[src/rtl/fetch_pkg.sv]
// Shared types and constants for the instruction-fetch sequencer.
package fetch_pkg;

  localparam int unsigned XLEN = 32;
  localparam logic [XLEN-1:0] PC_STEP = XLEN'(4);

  typedef enum logic [1:0] {
    BOOT  = 2'd0,
    FETCH = 2'd1,
    DRAIN = 2'd2
  } fetch_state_e;

  // Numeric order doubles as redirect priority.
  typedef enum logic [1:0] {
    NONE   = 2'd0,
    BRANCH = 2'd1,
    JUMP   = 2'd2,
    EXC    = 2'd3
  } redirect_kind_e;

  typedef struct packed {
    redirect_kind_e  kind;
    logic [XLEN-1:0] target;
  } redirect_t;

endpackage

[src/rtl/redirect_arbiter.sv]
// Picks the single highest-priority redirect request and word-aligns its target.
module redirect_arbiter
  import fetch_pkg::*;
#(
  parameter logic [XLEN-1:0] EXC_VECTOR = 32'h0000_0080
) (
  input  logic            branch_taken,
  input  logic [XLEN-1:0] branch_target,
  input  logic            jump,
  input  logic [XLEN-1:0] jump_target,
  input  logic            exception,
  output redirect_t       redirect_c
);

  logic [XLEN-1:0] raw_target;

  always_comb begin
    redirect_c.kind = NONE;
    raw_target      = '0;
    if (exception) begin
      redirect_c.kind = EXC;
      raw_target      = EXC_VECTOR;
    end else if (jump) begin
      redirect_c.kind = JUMP;
      raw_target      = jump_target;
    end else if (branch_taken) begin
      redirect_c.kind = BRANCH;
      raw_target      = branch_target;
    end
    redirect_c.target = {raw_target[XLEN-1:2], 2'b00};
  end

endmodule

[src/rtl/fetch_controller.sv]
// Fetch-stage sequencer: PC advance/hold/redirect decisions and imem handshake.
module fetch_controller
  import fetch_pkg::*;
#(
  parameter logic [XLEN-1:0] RESET_VECTOR = 32'h0000_0000,
  parameter logic [XLEN-1:0] EXC_VECTOR   = 32'h0000_0080
) (
  input  logic            clk,
  input  logic            reset,
  input  logic [XLEN-1:0] pcCurrent,
  input  logic            stall,
  input  logic            branchTaken,
  input  logic [XLEN-1:0] branchTarget,
  input  logic            jump,
  input  logic [XLEN-1:0] jumpTarget,
  input  logic            exception,
  input  logic            imemReady,
  output logic            imemReq,
  output logic [XLEN-1:0] imemAddr,
  output logic [XLEN-1:0] pcNext,
  output logic            pcHold,
  output logic            fetchValid,
  output logic            flush
);

  fetch_state_e state_q, state_d;
  redirect_t    pend_q, pend_d;
  redirect_t    redir;
  redirect_t    drain_sel;

  redirect_arbiter #(
    .EXC_VECTOR(EXC_VECTOR)
  ) u_arb (
    .branch_taken (branchTaken),
    .branch_target(branchTarget),
    .jump         (jump),
    .jump_target  (jumpTarget),
    .exception    (exception),
    .redirect_c   (redir)
  );

  assign imemAddr = pcCurrent;

  // A fresh redirect overrides the pending one only at equal or higher priority.
  always_comb begin
    drain_sel = pend_q;
    if (redir.kind >= pend_q.kind) drain_sel = redir;
  end

  always_ff @(posedge clk or negedge reset) begin
    if (!reset) begin
      state_q <= BOOT;
      pend_q  <= '0;
    end else begin
      state_q <= state_d;
      pend_q  <= pend_d;
    end
  end

  always_comb begin
    state_d = state_q;
    pend_d  = pend_q;
    case (state_q)
      BOOT: state_d = FETCH;
      FETCH: begin
        if (redir.kind != NONE && !imemReady) begin
          pend_d  = redir;
          state_d = DRAIN;
        end
      end
      DRAIN: begin
        if (imemReady) begin
          pend_d  = '0;
          state_d = FETCH;
        end else begin
          pend_d = drain_sel;
        end
      end
      default: state_d = BOOT;
    endcase
  end

  always_comb begin
    imemReq    = 1'b0;
    pcNext     = RESET_VECTOR;
    pcHold     = 1'b0;
    fetchValid = 1'b0;
    flush      = 1'b0;
    case (state_q)
      BOOT: ;
      FETCH: begin
        imemReq = 1'b1;
        pcNext  = pcCurrent;
        if (redir.kind != NONE) begin
          if (imemReady) begin
            pcNext = redir.target;
            flush  = 1'b1;
          end else begin
            pcHold = 1'b1;
          end
        end else if (stall || !imemReady) begin
          pcHold = 1'b1;
        end else begin
          pcNext     = pcCurrent + PC_STEP;
          fetchValid = 1'b1;
        end
      end
      DRAIN: begin
        imemReq = 1'b1;
        pcNext  = pcCurrent;
        pcHold  = 1'b1;
        if (imemReady) begin
          pcNext = drain_sel.target;
          pcHold = 1'b0;
          flush  = 1'b1;
        end
      end
      default: ;
    endcase
  end

endmodule

[config.mk]
export PLATFORM = sky130hd
export DESIGN_NAME = fetch_controller
export DESIGN_NICKNAME = d
export VERILOG_FILES = /design/src/rtl/fetch_pkg.sv /design/src/rtl/redirect_arbiter.sv /design/src/rtl/fetch_controller.sv
export SDC_FILE = /design/constraint.sdc
export NUM_CORES = 1
export LEC_CHECK = 0
export ABC_AREA = 1
export CAP_MARGIN = 20
export CORE_MARGIN = 2
export CORE_UTILIZATION = 47
export CTS_BUF_LIST = sky130_fd_sc_hd__clkbuf_8 sky130_fd_sc_hd__clkbuf_16
export DETAILED_ROUTE_END_ITERATION = 6
export PLACE_DENSITY = 0.88
export SYNTH_ARGS = -nofsm -noshare
export SYNTH_HDL_FRONTEND = slang
export SYNTH_SLANG_ARGS = --single-unit
[constraint.sdc]
create_clock -name clk -period 3.5 [get_ports clk]
set_input_delay 0.7 -clock clk [delete_from_list [all_inputs] [get_ports clk]]
set_output_delay 0.7 -clock clk [all_outputs]
set_load 0.05 [all_outputs]
After elaboration in Yosys (flattened, before gate mapping) --
Index checks and enable logic that the tools add are counted. W data, S select, Z words.
Word-level totals: register bits 36, input bits 103, output and inout bits 68
Cells by class: add/sub/neg operators 1, magnitude comparators 1, eq/ne operators 5, muxes and demuxes 29, reductions and logical operators 10
Operators by type and width (count):
- $mux W32 | 7
- $mux W34 | 3
- $pmux W34 S2 | 1
- $pmux W32 S2 | 1
- $add A32 B3 Y32 const B | 1
- $mux W1 | 10
- $mux W2 | 4
- $pmux W2 S3 | 1
- $ne A2 B2 Y1 const B | 2
- $pmux W1 S2 | 2
- $reduce_and A2 Y1 | 2
- $reduce_bool A2 Y1 | 2
- $ne A3 B3 Y1 const B | 1
- $reduce_and A3 Y1 | 1
- $eq A2 B1 Y1 const B | 1
- $eq A2 B2 Y1 const B | 1
- $ge A2 B2 Y1 | 1
- $logic_not A2 Y1 | 1
- $reduce_or A2 Y1 | 1
- $logic_and A1 B1 Y1 | 1
- $logic_not A1 Y1 | 1
- $logic_or A1 B1 Y1 | 1

Longest topological paths before layout --
word-level depth 7, mapped depth 16, depth with buffers taken out 14

Hierarchy --
A second synthesis with hierarchy kept.
Second synthesis, totals: cells, all modules 925, area total of the unflattened synthesis 5131.2 um^2
By module, submodules not included:
- fetch_controller | times used 1, cells an instance 815, area an instance 4615.7 um^2
- redirect_arbiter | times used 1, cells an instance 110, area an instance 515.5 um^2

Worst setup path before layout --
OpenSTA, ideal clock, no wires.
path kind input to output, start point in exception, end point out pcNext[0], arrival 3433 ps, data required time 2800 ps, slack -633 ps, stages on the path 11, path buffers 3, cell sequence inv_1 clkbuf_1 nand2_1 ha_1 nand2_1 nand3_1 inv_1 buf_2 buf_2 nand2_1 o31ai_1
On the way: longest elaborated chain between the ends 5
RTL lines:
- from (decl) | RTL line fetch_controller.sv:16 | input logic exception,
- $mux W2 * | RTL line redirect_arbiter.sv:20 | if (exception) begin
- $ge A2 B2 Y1 | RTL line fetch_controller.sv:47 | if (redir.kind >= pend_q.kind) drain_sel = redir;
- $mux W34 | RTL line fetch_controller.sv:47
- $mux W32 | RTL line fetch_controller.sv:112 | if (imemReady) begin
- $pmux W32 S2 * | RTL line fetch_controller.sv:89 | case (state_q)
- to (decl) | RTL line fetch_controller.sv:20 | output logic [XLEN-1:0] pcNext,
Mark *: on every way between the ends. The rest lies on a longest branch, timed or not. The select of a mux whose other input is x is not followed.

Worst setup path in the final report --
start point in jump, end point out pcNext[27]
On the way: longest elaborated chain between the ends 6
RTL lines:
- from (decl) | RTL line fetch_controller.sv:14 | input logic jump,
- $mux W2 | RTL line redirect_arbiter.sv:23 | end else if (jump) begin
- $mux W2 | RTL line redirect_arbiter.sv:20
- $ge A2 B2 Y1 | RTL line fetch_controller.sv:47
- $mux W34 | RTL line fetch_controller.sv:47
- $mux W32 | RTL line fetch_controller.sv:112
- $pmux W32 S2 * | RTL line fetch_controller.sv:89
Marks and branches as above.

==> run metrics <==
run status complete, no violations; Hold/Removal Path Class reg -> reg; Reg2Reg Setup Slack 1.16 ns; via count 6779; chip height 105.2 um; Slew headroom 54.64%; final wirelength 19100 um; Placer Congestion 0.9912; Num CTS Buffers 5; R2R depth 7; complex-gate fraction of the synthesized area 23.32%; Reg power frac 13.7%; worst-path fanout max 12; Layout Nets 1159; register area 900.9 um2; clk slew on worst S/H paths 0.07 ns; n_diodes 0; First-pass DRT Iterations 6; Max Clk Rate 293.7 MHz; register bit count reported by yosys 36; CTS tree done; Syn Inst Count 897; Syn Area/Cell 5.365 um2; layout cells sized above 1 17.33%; Setup crit end pcNext[27]; worst vdd ir 0.4686 mV; non-filler cells, final 1183; Multi-input gate area 3457 um2; startpoint class of the critical path input port; Total GRT Usage 32.56%; Die Area 11060 um2; Max Cap Violations 0; Power Internal 2380 uW; routed len/inst 16.14 um; Mapped Nets 1007; leakage power 0.003272 uW; Setup Fix Bufs, Post-CTS 0; # setup viols final 0; switching power 2956 uW; post-synthesis mux area share 0%; count of cell types in the netlist 32; most common cell after layout, fill and taps aside nand2_1; Worst-Margin Slew 0.6804 ns; DRT antenna net count 0; DRC viols 0; Synth Area in Simple Gates 39.68%; Worst R2R End pend_q[19]; Pins Over Slew Limit 0; DP HPWL 13410 um; Vias per Instance 5.730; Req. time, crit path 2.80 ns; CP Class in -> out; Starting Density 48.78%; Crit path arrival time 2.70 ns; main combinational cell family by area after synthesis simple AND/OR/NAND/NOR gates; Crit. Startpoint jump; H-tree levels 2; Placed Area 6884 um2; hold buffer count at cts 0; Area Overhead vs Synth 52.52%; first-pass GRT wire length 29660 um; io pins 171; Seq/Total Area, Yosys 18.72%; Setup Skew 0.01141 ns; dpl cells 1171; Core Area 9864 um2; port bufs 166; RR Startpoint state_q[1]; clock sinks 36; Synth Area in Adders 1.820%; CP endpoint kind primary output; Design Area, Final 7340 um2; largest net degree at the start of global routing 37; Skew-Pair Late Insertion Delay 0.30 ns; DRT iter0 DRCs 562; synthesized cell area 4812 um2; YS warnings 0; vias in the first global route 6237; Fillers 787; most frequent cells in the layout nand2_1 (297), clkdlybuf4s50_1 (127), nor2_1 (81); Fin. Hold Viols 0; clk root buf clkbuf_8; logic gate share of total power 79.2%; Die W 105.2 um; Net Sw Frac 55.40%; Tcrit/Tclk final 97.27%; pwr dens 727.0 nW/um2; Site Rows 36; clock network power share 7.1%; CTS max path bufs 2; grt ovf 0; initial antenna violation count 0; XOR/XNOR share of the synthesized area 0.3640%; setup tns final 0 ns; Tmin final 3.404 ns
## registers in the layout, indices dropped and copies added (netlist names)
signal,cells
state_q,2
pend_q,34
## how the worst min path moves through the flow
stage | start | to | slack, ns | cells after the start
4_1_cts | pend_q[1] | pend_q[1] | 0.51 | 2
6_report | pend_q[1] | pend_q[1] | 0.51 | 2
3_3_place_gp | pend_q[1] | pend_q[1] | 0.48 | 2
5_1_grt | pend_q[22] | pend_q[22] | 0.53 | 2
2_1_floorplan | reset | pend_q[0] | 0.40 | 0
3_5_place_dp | pend_q[4] | pend_q[4] | 0.49 | 1
## per-stage QoR
stage               setup WS, ns  hold WS [ns]  total power [uW]  util [%]
global placement        -0.03978        0.4821              4314     69.79
CTS                    -0.004917        0.5100              4905     71.70
global route            -0.01540        0.5308              5624     74.40
detailed placement      -0.05695        0.4923              4392     69.79
finish                   0.09553        0.5074              5336     74.40
floorplan                -0.2209        0.4044              3191         -
## layer usage
| metal | wire (um) | GRT usage, % | up-vias | share of wire [%] |
|---|---|---|---|---|
| met5 | 0 | 0 | - | 0 |
| met4 | 999 | 15.14 | 0 | 5.2 |
| met3 | 1921 | 4.180 | 87 | 10 |
| met2 | 9097 | 55.62 | 480 | 48 |
| met1 | 7081 | 40.48 | 3029 | 37 |
| li1 | - | - | 3183 | - |
## worst max-delay path, stage by stage
cell and delay (ns):
dlygate4sd2_1 0.28, nor2_2 0.13, nor2_1 0.06, ha_1 0.30
nand2_2 0.08, nand3_4 0.17, inv_8 0.14, buf_8 0.15
nand2_1 0.05, nand2_1 0.10, o22ai_1 0.11, a21oi_2 0.17
nor2_2 0.05, buf_4 0.20
## layout make-up
class / count / area share (%)
Clock buffer: 5 / 0.9376
Tap cell: 133 / 2.267
Sequential cell: 36 / 12.27
Timing Repair Buffer: 225 / 32.29
Clock inverter: 3 / 0.5796
Inverter: 87 / 4.552
Multi-Input combinational cell: 694 / 47.10
## power by group through the flow
stage               clock network [uW]  logic [uW]  registers [uW]
floorplan                            0        2490             698
CTS                                372        3810             718
global route                       394        4480             747
detailed placement                   0        3670             724
global placement                     0        3610             709
finish                             380        4230             729
## timing repair
| action | CTS | global route |
|---|---|---|
| setup endpoints to repair | 13 | 30 |
| pin swaps | 3 | 16 |
| gates cloned | 1 | 3 |
| resized for setup | 18 | 55 |
## synth_stat cells, drive strengths merged
cell type	n	share of area, %
ha	7	1.8
o31ai	3	0.47
o22ai	19	2.5
o21ai	82	8.5
a21oi	87	9.1
buf	52	7.1
nand3b	2	0.31
o211ai	1	0.16
xor2	2	0.36
nor2	104	8.5
o2111ai	1	0.18
nand4	9	1.2
or2	1	0.13
clkbuf	28	2.2
a211oi	1	0.16
o22a	3	0.55
nor3	7	0.73
nand3	46	4.9
a31oi	13	1.7
nor4	1	0.13
nand2	305	24
inv	85	6.6
dfrtp	36	19
clkinv	2	0.16
## kinds of logic (layout without fill, tap and decap cells)
| group | count (synthesis) | after routing |
|---|---|---|
| AND/OR/NAND/NOR | 475 | 475 |
| buffers and inverters | 167 | 320 |
| flip-flops | 36 | 36 |
| XOR/XNOR | 2 | 2 |
| AO/OA/AOI/OAI | 210 | 210 |
| adder cells (fa/ha/maj) | 7 | 7 |
No activity file was read; power rests on OpenSTA's default activity.
